## src/rtl/uart_pkg.sv

```systemverilog
// rtl/uart_pkg.sv - shared constants and FSM state encoding for the UART receiver
//
// Purpose : common definitions imported by uart_rx and uart_rx_fifo.
// Ports   : none (package).
// Macro   : UART_RX_PARITY_EN adds the PARITY state to the state encoding.
//
// OVERSAMPLE is the number of ticks per bit, MID_SAMPLE the tick within the
// start bit at which the line is re-checked, DATA_BITS the payload width.
package uart_pkg;

  localparam int OVERSAMPLE = 16;
  localparam int MID_SAMPLE = 8;
  localparam int DATA_BITS  = 8;

  // Encodings are fixed so the state value is stable whether or not the
  // parity state is compiled in.
  typedef enum logic [2:0] {
    ST_IDLE   = 3'd0,
    ST_START  = 3'd1,
    ST_DATA   = 3'd2,
`ifdef UART_RX_PARITY_EN
    ST_PARITY = 3'd3,
`endif
    ST_STOP   = 3'd4
  } state_e;

endpackage

```

## src/rtl/uart_rx_fifo.sv

```systemverilog
// rtl/uart_rx_fifo.sv - synchronous first-word-fall-through receive FIFO
//
// Purpose : stores received bytes; the head entry is always visible on
//           pop_data_o while valid_o is high.
// Ports   :
//   clk          rising-edge clock
//   reset_n      asynchronous active-low reset (empties the FIFO)
//   push_i       write push_data_i (ignored when full unless popping too)
//   push_data_i  data to write
//   pop_i        remove the head entry (ignored when empty)
//   pop_data_o   head entry, forced to zero while empty
//   valid_o      FIFO non-empty
//   full_o       FIFO holds DEPTH entries
//   count_o      occupancy, 0..DEPTH
//
// DEPTH must be a power of two so the pointers wrap by natural overflow.
module uart_rx_fifo
  import uart_pkg::*;
#(
  parameter int DEPTH = 8,
  parameter int WIDTH = DATA_BITS
) (
  input  logic                     clk,
  input  logic                     reset_n,
  input  logic                     push_i,
  input  logic [WIDTH-1:0]         push_data_i,
  input  logic                     pop_i,
  output logic [WIDTH-1:0]         pop_data_o,
  output logic                     valid_o,
  output logic                     full_o,
  output logic [$clog2(DEPTH):0]   count_o
);

  localparam int AW = $clog2(DEPTH);

  logic [WIDTH-1:0] mem_q [DEPTH];
  logic [AW-1:0]    wr_ptr_q;
  logic [AW-1:0]    rd_ptr_q;
  logic [AW:0]      count_q;
  logic             empty;
  logic             do_push;
  logic             do_pop;

  assign empty  = (count_q == '0);
  assign full_o = (count_q == (AW+1)'(DEPTH));

  // A push into a full FIFO is accepted only when the head leaves in the
  // same cycle; the write then lands in the slot being vacated.
  assign do_pop  = pop_i && !empty;
  assign do_push = push_i && (!full_o || do_pop);

  // Storage needs no reset: the output is masked while empty.
  always_ff @(posedge clk) begin
    if (do_push) begin
      mem_q[wr_ptr_q] <= push_data_i;
    end
  end

  always_ff @(posedge clk or negedge reset_n) begin
    if (!reset_n) begin
      wr_ptr_q <= '0;
      rd_ptr_q <= '0;
      count_q  <= '0;
    end else begin
      if (do_push) begin
        wr_ptr_q <= wr_ptr_q + AW'(1);
      end
      if (do_pop) begin
        rd_ptr_q <= rd_ptr_q + AW'(1);
      end
      case ({do_push, do_pop})
        2'b10:   count_q <= count_q + (AW+1)'(1);
        2'b01:   count_q <= count_q - (AW+1)'(1);
        default: count_q <= count_q;
      endcase
    end
  end

  assign pop_data_o = empty ? '0 : mem_q[rd_ptr_q];
  assign valid_o    = !empty;
  assign count_o    = count_q;

endmodule

```

## src/rtl/uart_rx.sv

```systemverilog
// rtl/uart_rx.sv - 16x oversampling UART receiver with receive FIFO
//
// Purpose : synchronizes the serial line, recovers 8N1 frames (8E1 with
//           parity compiled in) and queues received bytes in uart_rx_fifo.
// Macro   : UART_RX_PARITY_EN - adds an even-parity bit after the data bits
//           and the parity_err output.
// Ports   :
//   clk          system clock, rising edge
//   reset_n      asynchronous active-low reset
//   rxd          asynchronous serial input, idle high
//   rd_en        pop the FIFO head
//   rd_data      FIFO head (first-word fall-through), zero when empty
//   rd_valid     FIFO non-empty
//   fifo_count   FIFO occupancy
//   frame_err    sticky: stop bit sampled low
//   overrun_err  sticky: byte arrived while the FIFO was full
//   parity_err   sticky: parity mismatch (UART_RX_PARITY_EN only)
//   err_clr      clear all sticky flags (a same-cycle new error wins)
//   busy         receiver state is not IDLE
module uart_rx
  import uart_pkg::*;
#(
  parameter int CLK_HZ     = 50000000,
  parameter int BAUD       = 115200,
  parameter int FIFO_DEPTH = 8
) (
  input  logic                          clk,
  input  logic                          reset_n,
  input  logic                          rxd,
  input  logic                          rd_en,
  output logic [7:0]                    rd_data,
  output logic                          rd_valid,
  output logic [$clog2(FIFO_DEPTH):0]   fifo_count,
  output logic                          frame_err,
  output logic                          overrun_err,
`ifdef UART_RX_PARITY_EN
  output logic                          parity_err,
`endif
  input  logic                          err_clr,
  output logic                          busy
);

  localparam int DIV   = CLK_HZ / (BAUD * OVERSAMPLE);
  localparam int DIV_W = (DIV > 1) ? $clog2(DIV) : 1;
  localparam int TW    = $clog2(OVERSAMPLE);
  localparam int BW    = $clog2(DATA_BITS);

  if (DIV < 1) begin : g_div_check
    $error("uart_rx: CLK_HZ/(BAUD*16) must be at least 1");
  end
  if (FIFO_DEPTH < 2 || (FIFO_DEPTH & (FIFO_DEPTH - 1)) != 0) begin : g_depth_check
    $error("uart_rx: FIFO_DEPTH must be a power of two and at least 2");
  end

  // ---------------------------------------------------------------------
  // Line synchronizer; resets to the idle level so reset never looks like
  // a start bit.
  // ---------------------------------------------------------------------
  logic rxd_meta_q;
  logic rxd_sync_q;

  always_ff @(posedge clk or negedge reset_n) begin
    if (!reset_n) begin
      rxd_meta_q <= 1'b1;
      rxd_sync_q <= 1'b1;
    end else begin
      rxd_meta_q <= rxd;
      rxd_sync_q <= rxd_meta_q;
    end
  end

  // ---------------------------------------------------------------------
  // State and datapath registers
  // ---------------------------------------------------------------------
  state_e                 state_q, state_d;
  logic [DIV_W-1:0]       div_q, div_d;
  logic [TW-1:0]          tick_cnt_q, tick_cnt_d;
  logic [BW-1:0]          bit_cnt_q, bit_cnt_d;
  logic [DATA_BITS-1:0]   shift_q, shift_d;
  logic                   armed_q, armed_d;
  logic                   frame_err_q, frame_err_d;
  logic                   overrun_err_q, overrun_err_d;
`ifdef UART_RX_PARITY_EN
  logic                   parity_bad_q, parity_bad_d;
  logic                   parity_err_q, parity_err_d;
  logic                   parity_evt;
`endif

  logic                   tick;
  logic                   mid_tick;
  logic                   bit_tick;
  logic                   push;
  logic                   frame_evt;
  logic                   overrun_evt;
  logic                   fifo_full;

  // ---------------------------------------------------------------------
  // Tick generator: one pulse every DIV clocks. Held at zero in IDLE so the
  // tick phase restarts exactly at the detected falling edge.
  // ---------------------------------------------------------------------
  assign tick = (div_q == DIV_W'(DIV - 1));

  always_comb begin
    div_d = div_q + DIV_W'(1);
    if (state_q == ST_IDLE || tick) begin
      div_d = '0;
    end
  end

  assign mid_tick = tick && (tick_cnt_q == TW'(MID_SAMPLE - 1));
  assign bit_tick = tick && (tick_cnt_q == TW'(OVERSAMPLE - 1));

  // ---------------------------------------------------------------------
  // Receive FSM
  // ---------------------------------------------------------------------
  always_comb begin
    state_d    = state_q;
    tick_cnt_d = tick ? tick_cnt_q + TW'(1) : tick_cnt_q;
    bit_cnt_d  = bit_cnt_q;
    shift_d    = shift_q;
    armed_d    = armed_q;
    push       = 1'b0;
    frame_evt  = 1'b0;
`ifdef UART_RX_PARITY_EN
    parity_bad_d = parity_bad_q;
    parity_evt   = 1'b0;
`endif

    case (state_q)
      ST_IDLE: begin
        tick_cnt_d = '0;
        bit_cnt_d  = '0;
        // armed_q is dropped after every frame and by reset; only a high
        // line re-arms it, so a held-low break cannot start a new frame.
        if (rxd_sync_q) begin
          armed_d = 1'b1;
        end else if (armed_q) begin
          state_d = ST_START;
        end
      end

      ST_START: begin
        if (mid_tick) begin
          tick_cnt_d = '0;
          // A high line at mid start bit was only a glitch.
          state_d = rxd_sync_q ? ST_IDLE : ST_DATA;
        end
      end

      ST_DATA: begin
        if (bit_tick) begin
          tick_cnt_d = '0;
          shift_d    = {rxd_sync_q, shift_q[DATA_BITS-1:1]};
          bit_cnt_d  = bit_cnt_q + BW'(1);
          if (bit_cnt_q == BW'(DATA_BITS - 1)) begin
`ifdef UART_RX_PARITY_EN
            state_d = ST_PARITY;
`else
            state_d = ST_STOP;
`endif
          end
        end
      end

`ifdef UART_RX_PARITY_EN
      ST_PARITY: begin
        if (bit_tick) begin
          tick_cnt_d   = '0;
          parity_bad_d = rxd_sync_q ^ (^shift_q);
          parity_evt   = parity_bad_d;
          state_d      = ST_STOP;
        end
      end
`endif

      ST_STOP: begin
        if (bit_tick) begin
          tick_cnt_d = '0;
          state_d    = ST_IDLE;
          armed_d    = 1'b0;
          if (rxd_sync_q) begin
`ifdef UART_RX_PARITY_EN
            push = !parity_bad_q;
`else
            push = 1'b1;
`endif
          end else begin
            frame_evt = 1'b1;
          end
        end
      end

      default: begin
        state_d = ST_IDLE;
      end
    endcase
  end

  // A push that the FIFO cannot absorb (full and no simultaneous read).
  assign overrun_evt = push && fifo_full && !rd_en;

  // Sticky flags: a new event in the clearing cycle keeps the flag set.
  assign frame_err_d   = (frame_err_q & ~err_clr) | frame_evt;
  assign overrun_err_d = (overrun_err_q & ~err_clr) | overrun_evt;
`ifdef UART_RX_PARITY_EN
  assign parity_err_d  = (parity_err_q & ~err_clr) | parity_evt;
`endif

  always_ff @(posedge clk or negedge reset_n) begin
    if (!reset_n) begin
      state_q       <= ST_IDLE;
      div_q         <= '0;
      tick_cnt_q    <= '0;
      bit_cnt_q     <= '0;
      shift_q       <= '0;
      armed_q       <= 1'b0;
      frame_err_q   <= 1'b0;
      overrun_err_q <= 1'b0;
`ifdef UART_RX_PARITY_EN
      parity_bad_q  <= 1'b0;
      parity_err_q  <= 1'b0;
`endif
    end else begin
      state_q       <= state_d;
      div_q         <= div_d;
      tick_cnt_q    <= tick_cnt_d;
      bit_cnt_q     <= bit_cnt_d;
      shift_q       <= shift_d;
      armed_q       <= armed_d;
      frame_err_q   <= frame_err_d;
      overrun_err_q <= overrun_err_d;
`ifdef UART_RX_PARITY_EN
      parity_bad_q  <= parity_bad_d;
      parity_err_q  <= parity_err_d;
`endif
    end
  end

  // ---------------------------------------------------------------------
  // Receive FIFO
  // ---------------------------------------------------------------------
  uart_rx_fifo #(
    .DEPTH (FIFO_DEPTH),
    .WIDTH (DATA_BITS)
  ) u_fifo (
    .clk         (clk),
    .reset_n     (reset_n),
    .push_i      (push),
    .push_data_i (shift_q),
    .pop_i       (rd_en),
    .pop_data_o  (rd_data),
    .valid_o     (rd_valid),
    .full_o      (fifo_full),
    .count_o     (fifo_count)
  );

  assign frame_err   = frame_err_q;
  assign overrun_err = overrun_err_q;
`ifdef UART_RX_PARITY_EN
  assign parity_err  = parity_err_q;
`endif
  assign busy        = (state_q != ST_IDLE);

endmodule

```

## config.mk

```make
export PLATFORM = sky130hd
export DESIGN_NAME = uart_rx
export DESIGN_NICKNAME = d
export VERILOG_FILES = /design/src/rtl/uart_pkg.sv /design/src/rtl/uart_rx_fifo.sv /design/src/rtl/uart_rx.sv
export SDC_FILE = /design/constraint.sdc
export NUM_CORES = 1
export LEC_CHECK = 0
export ABC_AREA = 1
export BUFFER_PORTS_ARGS = -buffer_cell sky130_fd_sc_hd__clkbuf_2
export CAP_MARGIN = 20
export CORE_MARGIN = 2
export CORE_UTILIZATION = 61
export DETAILED_ROUTE_END_ITERATION = 10
export PLACE_DENSITY = 0.9
export SYNTH_ARGS = -nofsm -noshare
export SYNTH_HDL_FRONTEND = slang
export SYNTH_SLANG_ARGS = --single-unit
```

## constraint.sdc

```tcl
create_clock -name clk -period 2.5 [get_ports clk]
set_input_delay 0.5 -clock clk [delete_from_list [all_inputs] [get_ports clk]]
set_output_delay 0.5 -clock clk [all_outputs]
set_load 0.01 [all_outputs]
```

Yosys cells after proc, flatten, opt, wreduce, memory -nomap -nowiden
Memories as Yosys holds them, arrays and structs flattened.
Index checks and enable logic that the tools add are counted.
{"block": "op_classes", "addsub": 7, "eq_ne": 17, "mux": 28, "n_bitwise": 5, "reduce_logical": 22}
{"cell": "$mux W3", "n": 7}
{"cell": "$ne A2 B2 Y1 const B", "n": 7}
{"cell": "$mux W4", "n": 3}
{"cell": "$pmux W3 S4", "n": 1}
{"cell": "$pmux W4 S3", "n": 1}
{"cell": "$mux W1", "n": 10}
{"cell": "$add A3 B1 Y3 const B", "n": 3}
{"cell": "$add A4 B1 Y4 const B", "n": 2}
{"cell": "$eq A4 B4 Y1 const B", "n": 2}
{"cell": "$mux W8", "n": 1}
{"cell": "$pmux W4 S2", "n": 1}
{"cell": "$eq A3 B3 Y1 const B", "n": 2}
{"cell": "$logic_and A1 B1 Y1", "n": 6}
{"cell": "$pmux W3 S2", "n": 1}
{"cell": "$reduce_and A6 Y1", "n": 1}
{"cell": "$reduce_bool A2 Y1", "n": 3}
{"cell": "$add A5 B1 Y5 const B", "n": 1}
{"cell": "$eq A5 B5 Y1 const B", "n": 1}
{"cell": "$mux W5", "n": 1}
{"cell": "$eq A4 B3 Y1 const B", "n": 1}
{"cell": "$logic_not A4 Y1", "n": 1}
{"cell": "$reduce_and A2 Y1", "n": 2}
{"cell": "$sub A4 B1 Y4 const B", "n": 1}
{"cell": "$eq A3 B1 Y1 const B", "n": 1}
{"cell": "14 further kinds", "n": 19}
{"block": "word_totals", "register_bits": 38, "ram_bits": 64, "input_bits": 5, "output_inout_bits": 16, "wordCells": 93, "mem_count": 1}
{"name": "u_fifo.mem_q", "depth": 8, "word_bits": 8, "read_ports": 1, "rd_clocked_by_memory_dff": 0, "write_ports": 1, "line_no": "uart_rx_fifo.sv:36", "rtl": "logic [WIDTH-1:0] mem_q [DEPTH];"}

Longest topological paths before layout
{"block": "logic_depth", "ltp_word": 7, "ltp_mapped": 16}

Hierarchy
From an unflattened synthesis, not the netlist that was laid out.
{"block": "unflattened", "cells_unflattened": 415, "hier_area_um2": 4504.3}
{"mod": "uart_rx_fifo", "instances": 1, "cells_per_inst": 270, "area_each_um2": 3164.3, "seq_area_each_um2": 2172.1}
{"mod": "uart_rx", "instances": 1, "cells_per_inst": 145, "area_each_um2": 1340.0, "seq_area_each_um2": 703.2}

Worst setup path after synthesis
OpenSTA, ideal clock, no wires.
{"block": "synth_path", "kind": "register to register", "startpoint": "register div_q[0]", "endpoint": "register u_fifo.count_q[2] (netlist: u_fifo.count_o[2])", "setup_time_ns": 0.083, "t_arrival_ns": 2.120, "required_ns": 2.417, "setup_slack_ns": 0.297, "path_stages_with_launch": 16, "n_path_buf": 0, "synth_period_minus_slack_ns": 2.203, "path_cell_list": "dfrtp_1 -> inv_1 -> ha_1 -> nand2_2 -> nor2_8 -> nand2_4 -> clkinv_4 -> nand4_1 -> ha_1 -> nand2_1 -> inv_1 -> nor2_1 -> ha_1 -> a21oi_1 -> xor2_1 -> o21ai_0"}
{"block": "synth_between", "elab_chain_len": 7, "elab_cells_between_ends": 9, "cone_classes": "eq/ne (3); mux (3); reduce/logical (3)"}
{"element": "from (decl)", "line_no": "uart_rx.sv:76", "rtl": "logic [DIV_W-1:0] div_q, div_d;"}
{"element": "from (signal assigned)", "line_no": "uart_rx.sv:225", "rtl": "div_q <= div_d;"}
{"element": "$eq A5 B5 Y1 (*)", "line_no": "uart_rx.sv:101", "rtl": "assign tick = (div_q == DIV_W'(DIV - 1));"}
{"element": "$logic_and A1 B1 Y1 (*)", "line_no": "uart_rx.sv:111", "rtl": "assign bit_tick = tick && (tick_cnt_q == TW'(OVERSAMPLE - 1));"}
{"element": "$mux W1 (*)", "line_no": "uart_rx.sv:177", "rtl": "if (bit_tick) begin"}
{"element": "$mux W1 (*)", "line_no": "uart_rx.sv:129", "rtl": "case (state_q)"}
{"element": "$logic_and A1 B1 Y1 (*)", "line_no": "uart_rx_fifo.sv:50", "rtl": "assign do_push = push_i && (!full_o || do_pop);"}
{"element": "$eq A2 B1 Y1 / $eq A2 B2 Y1 (equally long branches)", "line_no": "uart_rx_fifo.sv:71", "rtl": "case ({do_push, do_pop})"}
{"element": "$pmux W4 S2 / $reduce_bool A2 Y1 (equally long branches)"}
{"element": "to (signal assigned)", "line_no": "uart_rx_fifo.sv:72", "rtl": "2'b10: count_q <= count_q + (AW+1)'(1);"}
{"element": "to (signal assigned)", "line_no": "uart_rx_fifo.sv:73", "rtl": "2'b01: count_q <= count_q - (AW+1)'(1);"}
{"element": "to (signal assigned)", "line_no": "uart_rx_fifo.sv:74", "rtl": "default: count_q <= count_q;"}
{"element": "to (decl)", "line_no": "uart_rx_fifo.sv:39", "rtl": "logic [AW:0] count_q;"}
Mark *: on every way between the ends. The rest lies on a longest branch, timed or not.
A chain may end at the register's enable or synchronous reset.

Final worst setup path
Same ends and word-level chain as after synthesis.

==> metrics.txt <==
# IOs=21; core area=7180 µm²; Data arrival, critical path=2630 ps; crit path to=u_fifo.count_o[2]; crit path max-delay cell type=dfrtp_1; # rows=31; DRT antenna net count=0; crit share post-route=0.951; GP Congestion=0.845; Die ar.=8030 µm²; cell mode on critical path=ha_2; CTS tree=done; clock slew at reported path FFs=100 ps; Antenna Cells=0; main area contributors after synthesis=edfxtp_1, dfrtp_1, nor2_1, o21ai_0, nand2_1; Syn Std Cell Area=4470 µm²; top cell type by total area after synthesis=edfxtp_1; pin count of the biggest net entering global routing=39; Vias/cell=5.50; Gate power share=0.111; Layout Utilization=0.692; critical path fanouts, max=7; Clock Power Share=0.320; IO Port Bufs=20; Iter 0 DRT Violations=277; Rel. slew slack=0.390; pwr/cell area=668 nW/µm²; leakage=0.00224 µW; # DRC=0; Tmin final=2380 ps; cell total after placement=540; hold_buf cts=0; internal power=2420 µW; register area share after synthesis=0.643; sequential share of power=0.569; Worst Hold Launch=rxd; count of final setup violators=0; initial antenna violation count=0; Reg2Reg Depth=14; setup tns final=0 ps; Worst Clk Skew=19.1 ps; Psw=898 µW; library cells used by synthesis=32; yosys warns=0; largest stage delay on the critical path=420 ps; worst r2r dst=u_fifo.count_o[2]; Mapped Nets=436; clk sink count=102; fmax=0.421 GHz; final non-filler cell total=559; Initial Util=0.623; share of cells above drive strength 1=0.170; vias post-DR=3074; clock root buffer=clkbuf_8; peak supply drop=0.547 mV; synthesized instance count=421; Max-cap violations=0; number of global-route vias before repair=2912; switching share of power=0.271; DR pass1 iterations=5; Clock Latency Late Sink=380 ps; die height=89.6 µm; area delta synth->final=11.0%; Routed WL=8280 µm; Cell Chain, Critical Path=inv_1 -> ha_2 -> nand2_2 -> nor2_8 -> nand2_4 -> clkinv_4 -> nand4_1 -> ha_2 -> nor2_1 -> nor2_2 -> ha_1 -> a21oi_1 -> xor2_1 -> o21ai_1; dpl hpwl=5500 µm; Post-Syn Area per Cell=10.6 µm²; RSZ-0062 raised after global routing=true; final hold vios=0; # nets final=470; CTS H-Tree Depth=3; Clock Tree Buf Depth=2; Remaining Overflow, GRT=0; total track usage=0.224; fraction of registers with async set/reset=0.373; post-synth top area share=0.430; crit path capture type=flip-flop; first-pass GRT wire length=13300 µm; Crit path required time=2760 ps; top_reg_cell synth=edfxtp_1; worst hold slack=199 ps; Crit Path Category=flip-flop to flip-flop; drt wl/cell=14.8 µm; crit path from=div_q[0]; clock buffers created by TritonCTS=9; FF+latch count, synth=102; Reg2Reg Setup Slack=120 ps; Max Slew Vio Count=0; worst min path class=input pin to flip-flop; reg2reg start=div_q[0]; status=finished, final reports clean; Post-synth EDFFs=64; die width=89.6 µm; startpoint types=flip-flop; Worst Tran Pin Value=915 ps; Final Total Pwr=3320 µW
-- logic make-up after synthesis --
group / Yosys count / synth area share
and+or+nand+nor: 179 / 0.174
DFF: 102 / 0.643
xor gates and xnor gates: 10 / 0.0196
AOI/OAI and AO/OA: 81 / 0.0988
buffers and inverters: 39 / 0.0361
adders and majority gates: 10 / 0.0280
-- worst min path at each step --
| stage | end | slack (ps) | cells after the start |
|---|---|---|---|
| 4_1_cts | rxd_meta_q | 190 | 1 |
| 5_1_grt | rxd_meta_q | 190 | 1 |
| 2_1_floorplan | armed_q | 200 | 0 |
| 3_3_place_gp | rxd_sync_q | 350 | 0 |
| 6_report | rxd_meta_q | 200 | 1 |
| 3_5_place_dp | rxd_sync_q | 350 | 0 |
-- area by class of cell --
type                    instances  area [µm²]
inverters                      28         113
multi-input cells             280        1440
clock inverters                 7        81.3
well taps                      99         124
flip-flops and latches        102        2880
clock buffers                   9         124
fillers                       490        2210
repair buffers                 34         205
-- what timing repair did --
| action | in CTS | in global routing |
|---|---|---|
| resized for setup | 1 | 7 |
| setup buffers | 0 | 3 |
| endpoints found under the setup margin | 1 | 9 |
| pin swaps | 0 | 2 |
-- critical path, delay by kind of cell, from the launching register on --
family	cells	cell delay [ps]
adders and majority gates	3	630
and+or+nand+nor	6	670
DFF	1	420
buffers and inverters	2	150
AOI/OAI and AO/OA	2	230
xor gates and xnor gates	1	150
-- cells in the mapped netlist, types with 2 or more instances --
master    count
o21ai_1       9
nand2_1      58
inv_1        23
dfrtp_1      36
dfstp_2       2
nor2_1       89
xnor2_1       4
o21ai_0      53
inv_2         4
buf_2         2
nand4_1       7
xor2_1        6
clkbuf_1      7
nand3_1      15
nand3_2       2
ha_1         10
nand2_2       2
nand2_4       2
a21oi_1       8
o21ai_2       5
edfxtp_1     64
a21oi_2       3
-- power groups by stage --
stage	Clock (µW)	Combinational [µW]	Sequential, µW
2_1_floorplan	0	274	1910
3_3_place_gp	0	347	1920
5_1_grt	1130	434	1890
6_report	1060	369	1890
3_5_place_dp	0	366	1920
4_1_cts	1080	368	1890
-- placed cells by master, fill, tap and decap left out, drive strengths merged --
master    Yosys  final
nand4         7      7
or2           1      1
nor2         90     90
dfstp         2      2
o22ai         1      1
a22oi         1      1
ha           10     10
xnor2         4      4
inv          27     29
nand3        17     17
buf           4     14
clkinvlp      0      1
o21ai        67     67
nand2        62     62
xor2          6      6
edfxtp       64     64
a21oi        11     11
nor3          2      2
clkinv        1      4
dfrtp        36     36
bufinv        0      1
o31ai         1      1
clkbuf        7     29
-- metal layers --
layer | vias up | track usage | wire length (µm)
met5 | - | 0 | 0
met4 | 0 | 0.0950 | 100
met3 | 10 | 0.0366 | 309
met2 | 74 | 0.388 | 4330
met1 | 1495 | 0.281 | 3550
li1 | 1495 | - | -
-- per-stage QoR --
step | area (µm²) | setup slack, ps
after global placement | 4720 | 215
after CTS | 4930 | 8.43
after detailed placement | 4720 | 3.30
final | 4960 | 123
after floorplan | 4470 | 297
after global routing | 4960 | -34.5
-- state kept, by name, summed over array words and instances (netlist names) --
name	flops
u_fifo.mem_q	64
armed_q	1
overrun_err	1
bit_cnt_q	3
u_fifo.rd_ptr_q	3
u_fifo.count_o	4
u_fifo.wr_ptr_q	3
rxd_meta_q	1
div_q	5
state_q	3
rxd_sync_q	1
frame_err	1
tick_cnt_q	4
shift_q	8
Note: power is estimated with default switching activity, not from simulation.
